==> src/rtl/uaz8_pkg.sv <==
// Shared encodings for the microUAZ8 control path:
// opcodes, ALU operations, sequencer states and instruction fields.
package uaz8_pkg;

    localparam logic [2:0] OP_LOAD  = 3'b000;
    localparam logic [2:0] OP_STORE = 3'b001;
    localparam logic [2:0] OP_ADD   = 3'b010;
    localparam logic [2:0] OP_SUB   = 3'b011;
    localparam logic [2:0] OP_AND   = 3'b100;
    localparam logic [2:0] OP_OR    = 3'b101;
    localparam logic [2:0] OP_JMP   = 3'b110;
    localparam logic [2:0] OP_JZ    = 3'b111;

    localparam logic [1:0] ALU_ADD = 2'b00;
    localparam logic [1:0] ALU_SUB = 2'b01;
    localparam logic [1:0] ALU_AND = 2'b10;
    localparam logic [1:0] ALU_OR  = 2'b11;

    localparam int OPC_MSB = 8;
    localparam int OPC_LSB = 6;
    localparam int FA_MSB  = 5;
    localparam int FA_LSB  = 3;
    localparam int FB_MSB  = 2;
    localparam int FB_LSB  = 0;

    typedef enum logic [1:0] {
        ST_FETCH   = 2'b00,
        ST_DECODE  = 2'b01,
        ST_EXECUTE = 2'b10
    } state_t;

    // Non-ALU opcodes leave the ALU selector at ADD.
    function automatic logic [1:0] alu_of(input logic [2:0] opc);
        logic [1:0] op;
        op = ALU_ADD;
        case (opc)
            OP_SUB:  op = ALU_SUB;
            OP_AND:  op = ALU_AND;
            OP_OR:   op = ALU_OR;
            default: op = ALU_ADD;
        endcase
        return op;
    endfunction

endpackage

==> src/rtl/uaz8_control_unit_if.sv <==
// Bundle between the control unit, program memory and datapath.
// master = control unit, slave = memory/datapath side.
interface uaz8_control_unit_if #(
    parameter int PC_WIDTH = 8
);
    logic                Run;
    logic [8:0]          Instruction;
    logic                Data_Valid;
    logic                Zero_Flag;
    logic [PC_WIDTH-1:0] Address_Instruction_Bus;
    logic [7:0]          Address_Data_Bus;
    logic [2:0]          Rf_Addr_A;
    logic [2:0]          Rf_Addr_B;
    logic                Rf_We;
    logic                Rf_Src_Sel;
    logic [1:0]          Alu_Op;
    logic                Flag_We;
    logic                LE;
    logic [1:0]          State;

    modport master (
        input  Run, Instruction, Data_Valid, Zero_Flag,
        output Address_Instruction_Bus, Address_Data_Bus,
        output Rf_Addr_A, Rf_Addr_B, Rf_We, Rf_Src_Sel,
        output Alu_Op, Flag_We, LE, State
    );

    modport slave (
        output Run, Instruction, Data_Valid, Zero_Flag,
        input  Address_Instruction_Bus, Address_Data_Bus,
        input  Rf_Addr_A, Rf_Addr_B, Rf_We, Rf_Src_Sel,
        input  Alu_Op, Flag_We, LE, State
    );
endinterface

==> src/rtl/uaz8_pc.sv <==
// Program counter: reset vector, load, increment with wrap, hold.
module uaz8_pc #(
    parameter int                  PC_WIDTH     = 8,
    parameter logic [PC_WIDTH-1:0] RESET_VECTOR = '0
) (
    input  logic                clk,
    input  logic                rst,
    input  logic                inc,
    input  logic                load,
    input  logic [PC_WIDTH-1:0] target,
    output logic [PC_WIDTH-1:0] pc
);

    always_ff @(posedge clk) begin
        if (rst) begin
            pc <= RESET_VECTOR;
        end else if (load) begin
            pc <= target;
        end else if (inc) begin
            pc <= pc + PC_WIDTH'(1);
        end
    end

endmodule

==> src/rtl/uaz8_control_unit.sv <==
// microUAZ8 sequencer: FETCH/DECODE/EXECUTE FSM, instruction
// register and decode driving the datapath controls.
module uaz8_control_unit
    import uaz8_pkg::*;
#(
    parameter int                  PC_WIDTH     = 8,
    parameter logic [PC_WIDTH-1:0] RESET_VECTOR = '0
) (
    input  logic                 Clk,
    input  logic                 Rst,
    uaz8_control_unit_if.master  bus
);

    state_t              state;
    state_t              state_next;
    logic [8:0]          ir;
    logic [2:0]          opc;
    logic [2:0]          fa;
    logic [2:0]          fb;
    logic                is_exec;
    logic                is_alu;
    logic                is_load;
    logic                is_store;
    logic                is_ldst;
    logic                done;
    logic                commit;
    logic                take_jump;
    logic                pc_inc;
    logic                pc_load;
    logic [PC_WIDTH-1:0] pc;
    logic [PC_WIDTH-1:0] target;

    assign opc = ir[OPC_MSB:OPC_LSB];
    assign fa  = ir[FA_MSB:FA_LSB];
    assign fb  = ir[FB_MSB:FB_LSB];

    assign is_exec  = (state == ST_EXECUTE);
    assign is_load  = (opc == OP_LOAD);
    assign is_store = (opc == OP_STORE);
    assign is_ldst  = is_load | is_store;
    assign is_alu   = (opc == OP_ADD) | (opc == OP_SUB)
                    | (opc == OP_AND) | (opc == OP_OR);

    // A LOAD without data keeps EXECUTE alive; reset aborts any write.
    assign done   = is_exec & ~(is_load & ~bus.Data_Valid);
    assign commit = done & ~Rst;

    assign take_jump = (opc == OP_JMP)
                     | ((opc == OP_JZ) & bus.Zero_Flag);
    assign pc_load   = commit & take_jump;
    assign pc_inc    = commit & ~take_jump;
    assign target    = PC_WIDTH'({fa, fb});

    always_ff @(posedge Clk) begin
        if (Rst) begin
            state <= ST_FETCH;
            ir    <= '0;
        end else begin
            state <= state_next;
            if (state == ST_FETCH && bus.Run) begin
                ir <= bus.Instruction;
            end
        end
    end

    always_comb begin
        state_next = state;
        case (state)
            ST_FETCH:   if (bus.Run) state_next = ST_DECODE;
            ST_DECODE:  state_next = ST_EXECUTE;
            ST_EXECUTE: if (done) state_next = ST_FETCH;
            default:    state_next = ST_FETCH;
        endcase
    end

    uaz8_pc #(
        .PC_WIDTH     (PC_WIDTH),
        .RESET_VECTOR (RESET_VECTOR)
    ) u_pc (
        .clk    (Clk),
        .rst    (Rst),
        .inc    (pc_inc),
        .load   (pc_load),
        .target (target),
        .pc     (pc)
    );

    assign bus.Address_Instruction_Bus = pc;
    assign bus.Address_Data_Bus = is_ldst ? {5'b0, fb} : 8'h00;
    assign bus.Rf_Addr_A  = fa;
    assign bus.Rf_Addr_B  = fb;
    assign bus.Alu_Op     = alu_of(opc);
    assign bus.Rf_We      = commit & (is_alu | is_load);
    assign bus.Flag_We    = commit & is_alu;
    assign bus.LE         = commit & is_store;
    assign bus.Rf_Src_Sel = is_exec & is_load;
    assign bus.State      = state;

endmodule

==> src/flat_wrapper.sv <==
// flat-port wrapper written by rule: the top's interface ports become plain ports
module uaz8_control_unit_flat import uaz8_pkg::*;
#(
    parameter int                  PC_WIDTH     = 8,
    parameter logic [PC_WIDTH-1:0] RESET_VECTOR = '0
)
  (Clk, Rst, bus_Run, bus_Instruction, bus_Data_Valid, bus_Zero_Flag, bus_Address_Instruction_Bus, bus_Address_Data_Bus, bus_Rf_Addr_A, bus_Rf_Addr_B, bus_Rf_We, bus_Rf_Src_Sel, bus_Alu_Op, bus_Flag_We, bus_LE, bus_State);
  uaz8_control_unit_if #(.PC_WIDTH(PC_WIDTH)) bus_i ();
  input  logic Clk;
  input  logic Rst;
  input wire logic [$bits(bus_i.Run)-1:0] bus_Run;
  input wire logic [$bits(bus_i.Instruction)-1:0] bus_Instruction;
  input wire logic [$bits(bus_i.Data_Valid)-1:0] bus_Data_Valid;
  input wire logic [$bits(bus_i.Zero_Flag)-1:0] bus_Zero_Flag;
  output wire logic [$bits(bus_i.Address_Instruction_Bus)-1:0] bus_Address_Instruction_Bus;
  output wire logic [$bits(bus_i.Address_Data_Bus)-1:0] bus_Address_Data_Bus;
  output wire logic [$bits(bus_i.Rf_Addr_A)-1:0] bus_Rf_Addr_A;
  output wire logic [$bits(bus_i.Rf_Addr_B)-1:0] bus_Rf_Addr_B;
  output wire logic [$bits(bus_i.Rf_We)-1:0] bus_Rf_We;
  output wire logic [$bits(bus_i.Rf_Src_Sel)-1:0] bus_Rf_Src_Sel;
  output wire logic [$bits(bus_i.Alu_Op)-1:0] bus_Alu_Op;
  output wire logic [$bits(bus_i.Flag_We)-1:0] bus_Flag_We;
  output wire logic [$bits(bus_i.LE)-1:0] bus_LE;
  output wire logic [$bits(bus_i.State)-1:0] bus_State;
  assign bus_i.Run = bus_Run;
  assign bus_i.Instruction = bus_Instruction;
  assign bus_i.Data_Valid = bus_Data_Valid;
  assign bus_i.Zero_Flag = bus_Zero_Flag;
  assign bus_Address_Instruction_Bus = bus_i.Address_Instruction_Bus;
  assign bus_Address_Data_Bus = bus_i.Address_Data_Bus;
  assign bus_Rf_Addr_A = bus_i.Rf_Addr_A;
  assign bus_Rf_Addr_B = bus_i.Rf_Addr_B;
  assign bus_Rf_We = bus_i.Rf_We;
  assign bus_Rf_Src_Sel = bus_i.Rf_Src_Sel;
  assign bus_Alu_Op = bus_i.Alu_Op;
  assign bus_Flag_We = bus_i.Flag_We;
  assign bus_LE = bus_i.LE;
  assign bus_State = bus_i.State;
  uaz8_control_unit #(.PC_WIDTH(PC_WIDTH), .RESET_VECTOR(RESET_VECTOR)) u_core (.Clk(Clk), .Rst(Rst), .bus(bus_i));
endmodule
==> config.mk <==
export PLATFORM = sky130hd
export DESIGN_NAME = uaz8_control_unit_flat
export DESIGN_NICKNAME = d
export VERILOG_FILES = /design/src/rtl/uaz8_pkg.sv /design/src/rtl/uaz8_control_unit_if.sv /design/src/rtl/uaz8_pc.sv /design/src/rtl/uaz8_control_unit.sv /design/src/flat_wrapper.sv
export SDC_FILE = /design/constraint.sdc
export NUM_CORES = 1
export LEC_CHECK = 0
export BUFFER_PORTS_ARGS = -buffer_cell sky130_fd_sc_hd__buf_2
export CORE_MARGIN = 2
export CORE_UTILIZATION = 52
export CTS_BUF_LIST = sky130_fd_sc_hd__clkbuf_16
export CTS_CLUSTER_DIAMETER = 60
export CTS_CLUSTER_SIZE = 28
export DETAILED_ROUTE_END_ITERATION = 8
export GPL_ROUTABILITY_DRIVEN = 1
export PLACE_DENSITY_LB_ADDON = 0.15
export SYNTH_ARGS = -nofsm -noshare
export SYNTH_HDL_FRONTEND = slang
export SYNTH_SLANG_ARGS = --single-unit
==> constraint.sdc <==
create_clock -name Clk -period 4 [get_ports Clk]
set_input_delay 0 -clock Clk [delete_from_list [all_inputs] [get_ports Clk]]
set_output_delay 0 -clock Clk [all_outputs]
set_load 0.01 [all_outputs]
**Yosys cells after proc, flatten, opt, wreduce, memory -nomap -nowiden**

Index checks and enable logic that the tools add are counted.

- Add/sub/neg operators: 1
- Equality and inequality tests: 11
- Mux-type cells: 7
- Bitwise operators: 20
- Reductions and logical operators: 6

Operators by type and width:

| kind | number |
|---|---|
| == test 3 bit, second input constant | 4 |
| 2-to-1 mux 6 bit | 2 |
| one-hot mux 2 bit (3 select lines) | 2 |
| AND 1 bit | 10 |
| adder 8 x 1 -> 8 bit, second input constant | 1 |
| == test 3 x 2 -> 1 bit, second input constant | 2 |
| OR 1 bit | 6 |
| 2-to-1 mux 2 bit | 2 |
| != test 2 bit, second input constant | 2 |
| NOT 1 bit | 4 |
| == test 3 x 1 -> 1 bit, second input constant | 1 |
| logical NOT 3 bit | 1 |
| 2-to-1 mux 3 bit | 1 |
| == test 2 x 1 -> 1 bit, second input constant | 1 |
| == test 2 bit, second input constant | 1 |
| logical NOT 2 bit | 1 |
| AND reduction 2 bit | 1 |
| nonzero test 2 bit | 1 |
| OR reduction 2 bit | 1 |
| logical AND 1 bit | 1 |

- Register bits: 19
- Bits of input ports: 14
- Output and inout bits: 30
- Logic and storage cells: 49

**Depth between registers and ports, before layout**

Gate-level depths: netlist of the first run.

- Depth after elaboration: 8
- Mapped depth: 6
- Depth with buffers taken out: 5

**Hierarchy**

From an unflattened synthesis of the first run, not the netlist that was laid out.

- Cell total of the unflattened synthesis: 135
- Area total of the unflattened synthesis: 1,232.4 µm²

By module, submodules not included:

| module | instances | cells each | area each (µm²) | sequential area each (µm²) |
|---|---|---|---|---|
| uaz8_control_unit | 1 | 82 | 768.2 | 220.2 |
| uaz8_pc | 1 | 53 | 464.2 | 160.2 |

**Least setup slack after synthesis of the first run**

Ideal clock, no wire load.

- Path type: reg2reg
- Start: register u_core.ir[8]
- End: register u_core.u_pc.pc[3]
- Library setup time: 0.128 ns
- Arrival time: 1.138 ns
- Data required time: 3.872 ns
- Path slack: 2.734 ns
- Cell stages (with the launch flop): 6
- Period minus slack after synthesis: 1.266 ns
- Cell sequence: dfxtp_1 > and2_1 > buf_2 > nand2_2 > a31oi_1 > o32ai_2

- Cells in the longest elaborated chain, start to end: 7
- Elaborated cells between the ends (all ways): 14
- Those cells by class: eq/ne (2); mux (1); bitwise (9); reduce/logical (2)

RTL lines:

| what | RTL line | RTL |
|---|---|---|
| start: declaration | uaz8_control_unit.sv:16 | `logic [8:0] ir;` |
| start signal: assignment | uaz8_control_unit.sv:61 | `ir <= bus.Instruction;` |
| logical NOT 3 bit | uaz8_control_unit.sv:38 | `assign is_load = (opc == OP_LOAD);` |
| AND 1 bit | uaz8_control_unit.sv:45 | `assign done = is_exec & ~(is_load & ~bus.Data_Valid);` |
| NOT 1 bit | uaz8_control_unit.sv:45 |  |
| AND 1 bit | uaz8_control_unit.sv:45 |  |
| AND 1 bit | uaz8_control_unit.sv:46 | `assign commit = done & ~Rst;` |
| AND 1 bit (on tied branches) | uaz8_control_unit.sv:50, uaz8_control_unit.sv:51 |  |
| 2-to-1 mux 6 bit / nonzero test 2 bit (equally long branches) | - |  |
| end signal: assignment | uaz8_pc.sv:18 | `pc <= target;` |
| end signal: assignment | uaz8_pc.sv:20 | `pc <= pc + PC_WIDTH'(1);` |
| end: declaration | uaz8_pc.sv:11 | `output logic [PC_WIDTH-1:0] pc` |

Several ways; a longest one is shown, not always the timed one.
A chain may end at the register's enable or synchronous reset.

**Worst setup path after layout of the first run**

- Start: register u_core.ir[8]
- End: output port bus_Rf_We

- Cells in the longest elaborated chain, start to end: 6
- Elaborated cells between the ends (all ways): 14
- Those cells by class: eq/ne (4); bitwise (9); reduce/logical (1)

RTL lines:

| what | RTL line | RTL |
|---|---|---|
| == test 3 x 2 -> 1 bit / logical NOT 3 bit (equally long branches) | uaz8_control_unit.sv:41, uaz8_control_unit.sv:38 |  |
| OR 1 bit / AND 1 bit (equally long branches) | uaz8_control_unit.sv:41, uaz8_control_unit.sv:45 |  |
| OR 1 bit / NOT 1 bit (equally long branches) | uaz8_control_unit.sv:42, uaz8_control_unit.sv:45 |  |
| OR 1 bit / AND 1 bit (equally long branches) | uaz8_control_unit.sv:42, uaz8_control_unit.sv:45 |  |
| OR 1 bit / AND 1 bit (equally long branches) | uaz8_control_unit.sv:93, uaz8_control_unit.sv:46 |  |
| AND 1 bit * | uaz8_control_unit.sv:93 | `assign bus.Rf_We = commit & (is_alu \| is_load);` |
| end: declaration | flat_wrapper.sv:19 | `output wire logic [$bits(bus_i.Rf_We)-1:0] bus_Rf_We;` |

Every way passes the cells marked *; elsewhere a longest branch is shown, timed or not.

==> results of run 1 <==
cells in the final DEF (no fill, tap or decap), drive strengths merged, types with 2 or more instances in the layout:
cell type,count
a21oi,9
a31oi,3
and2,7
and3,3
buf,38
clkbuf,3
conb,5
dfxtp,19
dlygate4sd3,6
ha,3
inv,5
mux2i,11
nand2,6
nand2b,5
nand3,4
nand4,3
nor2,16
nor2b,4
nor3,2
nor3b,2
o21ai,2
o32ai,3
worst max-delay path, stage by stage (launching register included):
cell and delay [ns]:
dfxtp_1 0.37, nor4_2 0.37, nand2b_1 0.46, nor2_1 0.09, buf_2 0.15
cell families after synthesis:
logic type,after synthesis,share of synthesized area
AOI/OAI and AO/OA,19,0.135
xor gates and xnor gates,1,0.00760
and+or+nand+nor,55,0.266
DFF,19,0.330
muxes,11,0.0956
other,1,0.00325
buffers and inverters,23,0.130
adders and majority gates,3,0.0326
how the worst min path moves through the flow:
stage | to | slack (ns) | cells after the start
3_5_place_dp | u_core.ir[0] | 0.24 | 3
2_1_floorplan | u_core.ir[8] | 0.14 | 2
6_report | u_core.ir[7] | -0.008 | 3
3_3_place_gp | u_core.ir[7] | 0.23 | 3
5_1_grt | u_core.ir[7] | 0.03 | 3
4_1_cts | u_core.ir[5] | 0.0008 | 3
Yosys cell counts (2+ instances only):
| cell type | instances |
|---|---|
| a21oi_2 | 3 |
| nand2_1 | 5 |
| and3_1 | 3 |
| nand4_1 | 3 |
| buf_4 | 12 |
| nor3b_2 | 2 |
| nand2b_1 | 5 |
| buf_6 | 2 |
| nand3_1 | 4 |
| o32ai_2 | 3 |
| a21oi_1 | 6 |
| mux2i_1 | 11 |
| and2_1 | 7 |
| ha_1 | 3 |
| dfxtp_1 | 19 |
| nor2b_1 | 4 |
| o21ai_1 | 2 |
| inv_1 | 5 |
| nor3_1 | 2 |
| nor2_1 | 16 |
| a31oi_1 | 3 |
| buf_2 | 3 |
registers in the layout (all words and copies together), names as in the netlist:
signal	flops
u_core.ir	9
u_core.bus.State	2
u_core.u_pc.pc	8
where the power goes:
group / internal, mW / switching, mW
logic: 0.0309 / 0.0346
registers: 0.197 / 0.00927
clock network: 0.134 / 0.0713
per-stage QoR:
step / area (µm²) / hold slack, ns / instances / setup slack [ns]
final: 1400 / -0.00791 / 194 / 2.30
after global routing: 1400 / 0.0298 / 194 / 2.16
after CTS: 1400 / 0.000823 / 194 / 2.28
after detailed placement: 1260 / 0.241 / 184 / 2.40
after global placement: 1260 / 0.225 / 184 / 2.43
after floorplan: 1170 / 0.139 / 136 / 2.73
layer usage:
metal	up-vias	global-route usage
met5	-	0
met4	0	0.0901
met3	5	0.0526
met2	31	0.353
met1	470	0.260
li1	506	-
cell type report:
type,instances,area (µm²)
Fill cell,191,747
Multi-Input combinational cell,94,637
Sequential cell,19,380
Timing Repair Buffer,44,250
Clock buffer,3,75.1
Tap cell,28,35.0
Inverter,5,18.8
Clock inverter,1,5.00
what timing repair did:
action,CTS,global route
buffers inserted,0,0
hold buffers,6,0
endpoints found under the hold margin,6,0
==> run_results.csv, run 1 <==
group,metric,value,unit
run_status,status,"finished with violations",
run_status,violations,"negative hold slack",
setup_path,start_kind,"register",
logic_synthesis,synth_edf_count,0,
pwr,ir_worst_vdd,0.000253,V
setup_path,r2r-start,"u_core.bus.State[0]",
setup_path,cp.required,4.00,ns
setup_path,endpoint_kind,"output pin",
route,initialDrtViolationCount,6,
cts,clkSinkCount,19,
route,top_layer,"met4",
final_layout,syn2layout_area_growth,21.6,%
logic_synthesis,ys_seq_area_frac,0.330,
floorplan,ios,44,
timing,setup_violations,0,
logic_synthesis,synth_area_leader_cell,"dfxtp_1",
timing,hold_viol_final,2,
timing,min_period,1.70,ns
setup_path,arrival,1.70,ns
cts,cts_buffers,3,
setup_path,r2r-end,"u_core.ir[5]",
logic_synthesis,netlist_area,0.00115,mm²
placed_design,port_buffers,38,
route,dr_total_vias,1012,
pwr,powerDensity,341,mW/mm²
grt,grt.total_usage,0.212,
min_path,hold_path_class,"primary input to register",
setup_path,crit_path_end,"bus_Rf_We",
route,first_pass_iters,4,
final_layout,layout.nets,184,
timing,maxSlewHeadroom,0.379,
setup_path,critPathKind,"register to output pin",
grt,grt_pass1_vias,956,
timing,final-max-slew-violation-count,0,
setup_path,crit_start,"u_core.ir[8]",
route,ant_nets,0,
job,drv_cap,0,
final_layout,layout-drive-gt1-share,0.319,
grt,grt_first_pass_wirelength,4.17,mm
route,drcViolationCount,0,
route,drt-vias-per-instance,5.22,
route,wl_met2,1.19,mm
logic_synthesis,async_flop_share,0,
setup_path,rr_worst_depth,3,
timing,holdWs,-0.00791,ns
route,wl_met1,1.06,mm
logic_synthesis,yosys_warnings,0,
floorplan,dieArea,0.00261,mm²
setup_path,r2r_slack,2.41,ns
timing,post-route-period-util,0.424,
pwr,leakage,0.666,nW
route,routed_wire_length_per_instance,12.4,µm
logic_synthesis,syn-instance-count,132,
logic_synthesis,yosys.area.top_type_share,0.330,
cts,htreeDepth,1,
final_layout,diodes,0,
grt,grt_max_degree,20,
route,wl,2.41,mm
timing,rsz0062_at_grt,"no",
logic_synthesis,syn_area_per_cell,8.73,µm²
logic_synthesis,synth.distinct_cells,31,
setup_path,crit_path_max_fanout,9,
min_path,min_from,"bus_Instruction[7]",
logic_synthesis,ys_ff_latch,19,
cts,cts_root_buf,"clkbuf_16",
timing,fmax,590,MHz
cts,cts_tree,"done",
timing,setup_tns,0,ns
cts,insertion_delay,0.25,ns
timing,fin_skew,0.00118,ns
timing,tightest_slew,0.928,ns
logic_synthesis,ys_top_cells_by_area,"dfxtp_1 33%, mux2i_1 9.6%, buf_4 7.8%",
placed_design,dp_hpwl,1.69,mm
floorplan,start_util,0.536,
pwr,totalPowerFinal,0.477,mW
route,dr_wl_met3,123,µm
floorplan,coreArea,0.00215,mm²
floorplan,placement_rows,17,
grt,gr-total-overflow,0,
floorplan,die_h,51.1,µm
final_layout,final_util,0.652,
cts,clockBufferDepth,2,
placed_design,globalplace.congestion,0.825,
logic_synthesis,ys.flop_type,"dfxtp_1",
floorplan,die_w,51.1,µm
cts,clk_pin_slew,0.05,ns
cts,cts_resized,0,
grt,antenna_found_initial,0,
No activity file was read; power rests on OpenSTA's default activity.
==> run 2, diff against run 1 <==
- CORE_UTILIZATION: 52 -> 43
- clock period: 4 -> 1.47 ns (I/O delays scaled with it)
==> run_results.csv, run 2 (synthesis gave the netlist of run 1 again) <==
group,metric,value,unit
run_status,status,"complete, no violations",
final_layout,layout.nets,193,
grt,antenna_found_initial,0,
grt,gr-total-overflow,0,
setup_path,cp_slowest_cell,"dfxtp_1",
floorplan,dieArea,0.00311,mm²
grt,grt_max_degree,19,
cts,cts_tree,"done",
min_path,whs_endpoint,"u_core.ir[1]",
timing,fin_skew,0.00534,ns
placed_design,port_buffers,38,
cts,clockBufferDepth,2,
floorplan,ios,44,
route,routed_wire_length_per_instance,12.3,µm
pwr,totalPowerFinal,1.33,mW
timing,setup_tns,0,ns
placed_design,dp_hpwl,1.89,mm
cts,insertion_delay,0.25,ns
setup_path,cpPeakStageDelay,0.37,ns
min_path,hold_path_class,"primary input to register",
setup_path,critPathKind,"register to register",
cts,htreeDepth,1,
setup_path,cp_num_buf_inv,1,
setup_path,crit_chain,"nor3b_4 > nor2b_2 > buf_4 > nand4_1 > mux2i_1",
timing,post-route-period-util,0.932,
pwr,leakage,0.726,nW
floorplan,die_w,55.8,µm
route,initialDrtViolationCount,13,
final_layout,final_common_cell,"buf_2",
timing,min_period,1.37,ns
setup_path,crit_path_max_fanout,7,
floorplan,placement_rows,18,
setup_path,crit_start,"u_core.bus.State[0]",
final_layout,regMostFlops,"u_core.ir",
floorplan,coreArea,0.00250,mm²
setup_path,endpoint_kind,"register",
route,drcViolationCount,0,
min_path,min_from,"bus_Instruction[1]",
floorplan,die_h,55.8,µm
setup_path,cp_top_family,"simple AND/OR/NAND/NOR gates",
setup_path,start_kind,"register",
timing,rsz0062_at_grt,"no",
job,drv_cap,0,
route,wl,2.52,mm
pwr,ir_worst_vdd,0.000739,V
timing,hold_viol_final,0,
timing,fmax,730,MHz
timing,setup_violations,0,
setup_path,rr_worst_depth,5,
placed_design,globalplace.congestion,0.872,
cts,clkSinkCount,19,
cts,clk_pin_slew,0.06,ns
cts,cts_buffers,3,
setup_path,cp.required,1.60,ns
cts,cts_root_buf,"clkbuf_16",
route,ant_nets,0,
setup_path,r2r-end,"u_core.u_pc.pc[7]",
grt,grt_first_pass_wirelength,4.13,mm
pwr,powerDensity,868,mW/mm²
final_layout,layout_common_cells,"38 x buf_2, 16 x nor2_1, 15 x dfxtp_1",
final_layout,diodes,0,
floorplan,start_util,0.461,
route,dr_total_vias,1000,
route,first_pass_iters,4,
final_layout,final_cell_count_no_fill,205,
final_layout,layout-drive-gt1-share,0.383,
grt,grt.total_usage,0.164,
placed_design,dp.cells,191,
setup_path,r2r-start,"u_core.bus.State[0]",
min_path,worstHoldPathCells,3,
route,drt-vias-per-instance,4.88,
timing,final-max-slew-violation-count,0,
final_layout,syn2layout_area_growth,32.7,%
setup_path,r2r_slack,0.1,ns
grt,grt_pass1_vias,916,
final_layout,largest_reg_flops,9,
setup_path,arrival,1.50,ns
## run 2: cell count changes in the layout (fill, tap and decap cells not counted), moves of 2 or more
cell	change
buf_4	+6
dfxtp_1	-4
dfxtp_2	+3
dlygate4sd3_1	+2
nand2b_1	-2
## run 2: where the power goes
part           switching [mW]  total (mW)  leakage, nW  internal [mW]
sequential             0.0274       0.565        0.157          0.537
clock                   0.195       0.559       0.0409          0.364
combinational          0.0999       0.203        0.528          0.103
total                   0.322        1.33        0.726           1.00
## run 2: metrics by stage
| step | hold WS [ns] | setup slack [ns] | util | cell area [µm²] |
|---|---|---|---|---|
| 2_1_floorplan | 0.139 | 0.204 | - | 1170 |
| 3_3_place_gp | 0.230 | 0.0932 | 0.526 | 1310 |
| 3_5_place_dp | 0.241 | 0.0571 | 0.526 | 1310 |
| 4_1_cts | 0.00802 | 0.0296 | 0.596 | 1490 |
| 5_1_grt | 0.0314 | 0.0231 | 0.612 | 1530 |
| 6_report | 0.000403 | 0.0995 | 0.612 | 1530 |
## run 2: cell type report
type	instances	area (µm²)
repair buffers	53	335
well taps	30	37.5
fillers	236	971
clock buffers	3	75.1
clock inverters	1	5.00
multi-input cells	94	669
flip-flops and latches	19	388
inverters	5	18.8
## run 2: routing by layer
metal	part of all wire	GRT usage
met5	0	0
met4	0.0067	0.0418
met1	0.46	0.214
met2	0.48	0.267
met3	0.060	0.0419
## run 2: worst max-delay path by stage
stage	endpoint	slack (ns)	depth (start not counted)
global placement	u_core.u_pc.pc[3]	0.09	5
floorplan	u_core.u_pc.pc[3]	0.20	5
finish	u_core.u_pc.pc[7]	0.1	5
CTS	bus_Flag_We	0.03	4
detailed placement	u_core.u_pc.pc[4]	0.06	5
global route	u_core.u_pc.pc[7]	0.02	5
## run 2: timing repair
action                                  4_1_cts  5_1_grt
pin swaps                                     1        1
endpoints found under the setup margin        1        9
hold buffers                                  8        0
hold endpoints to repair                      8        0
setup buffers                                 0        3
gates resized for setup                       2        9
## run 2: worst reg2reg max path: cells and delay by family (launching register included)
kind,cells,cell delay (ns)
buffers and inverters,1,0.15
AND/OR/NAND/NOR,3,0.60
multiplexers,1,0.14
flip-flops,1,0.37
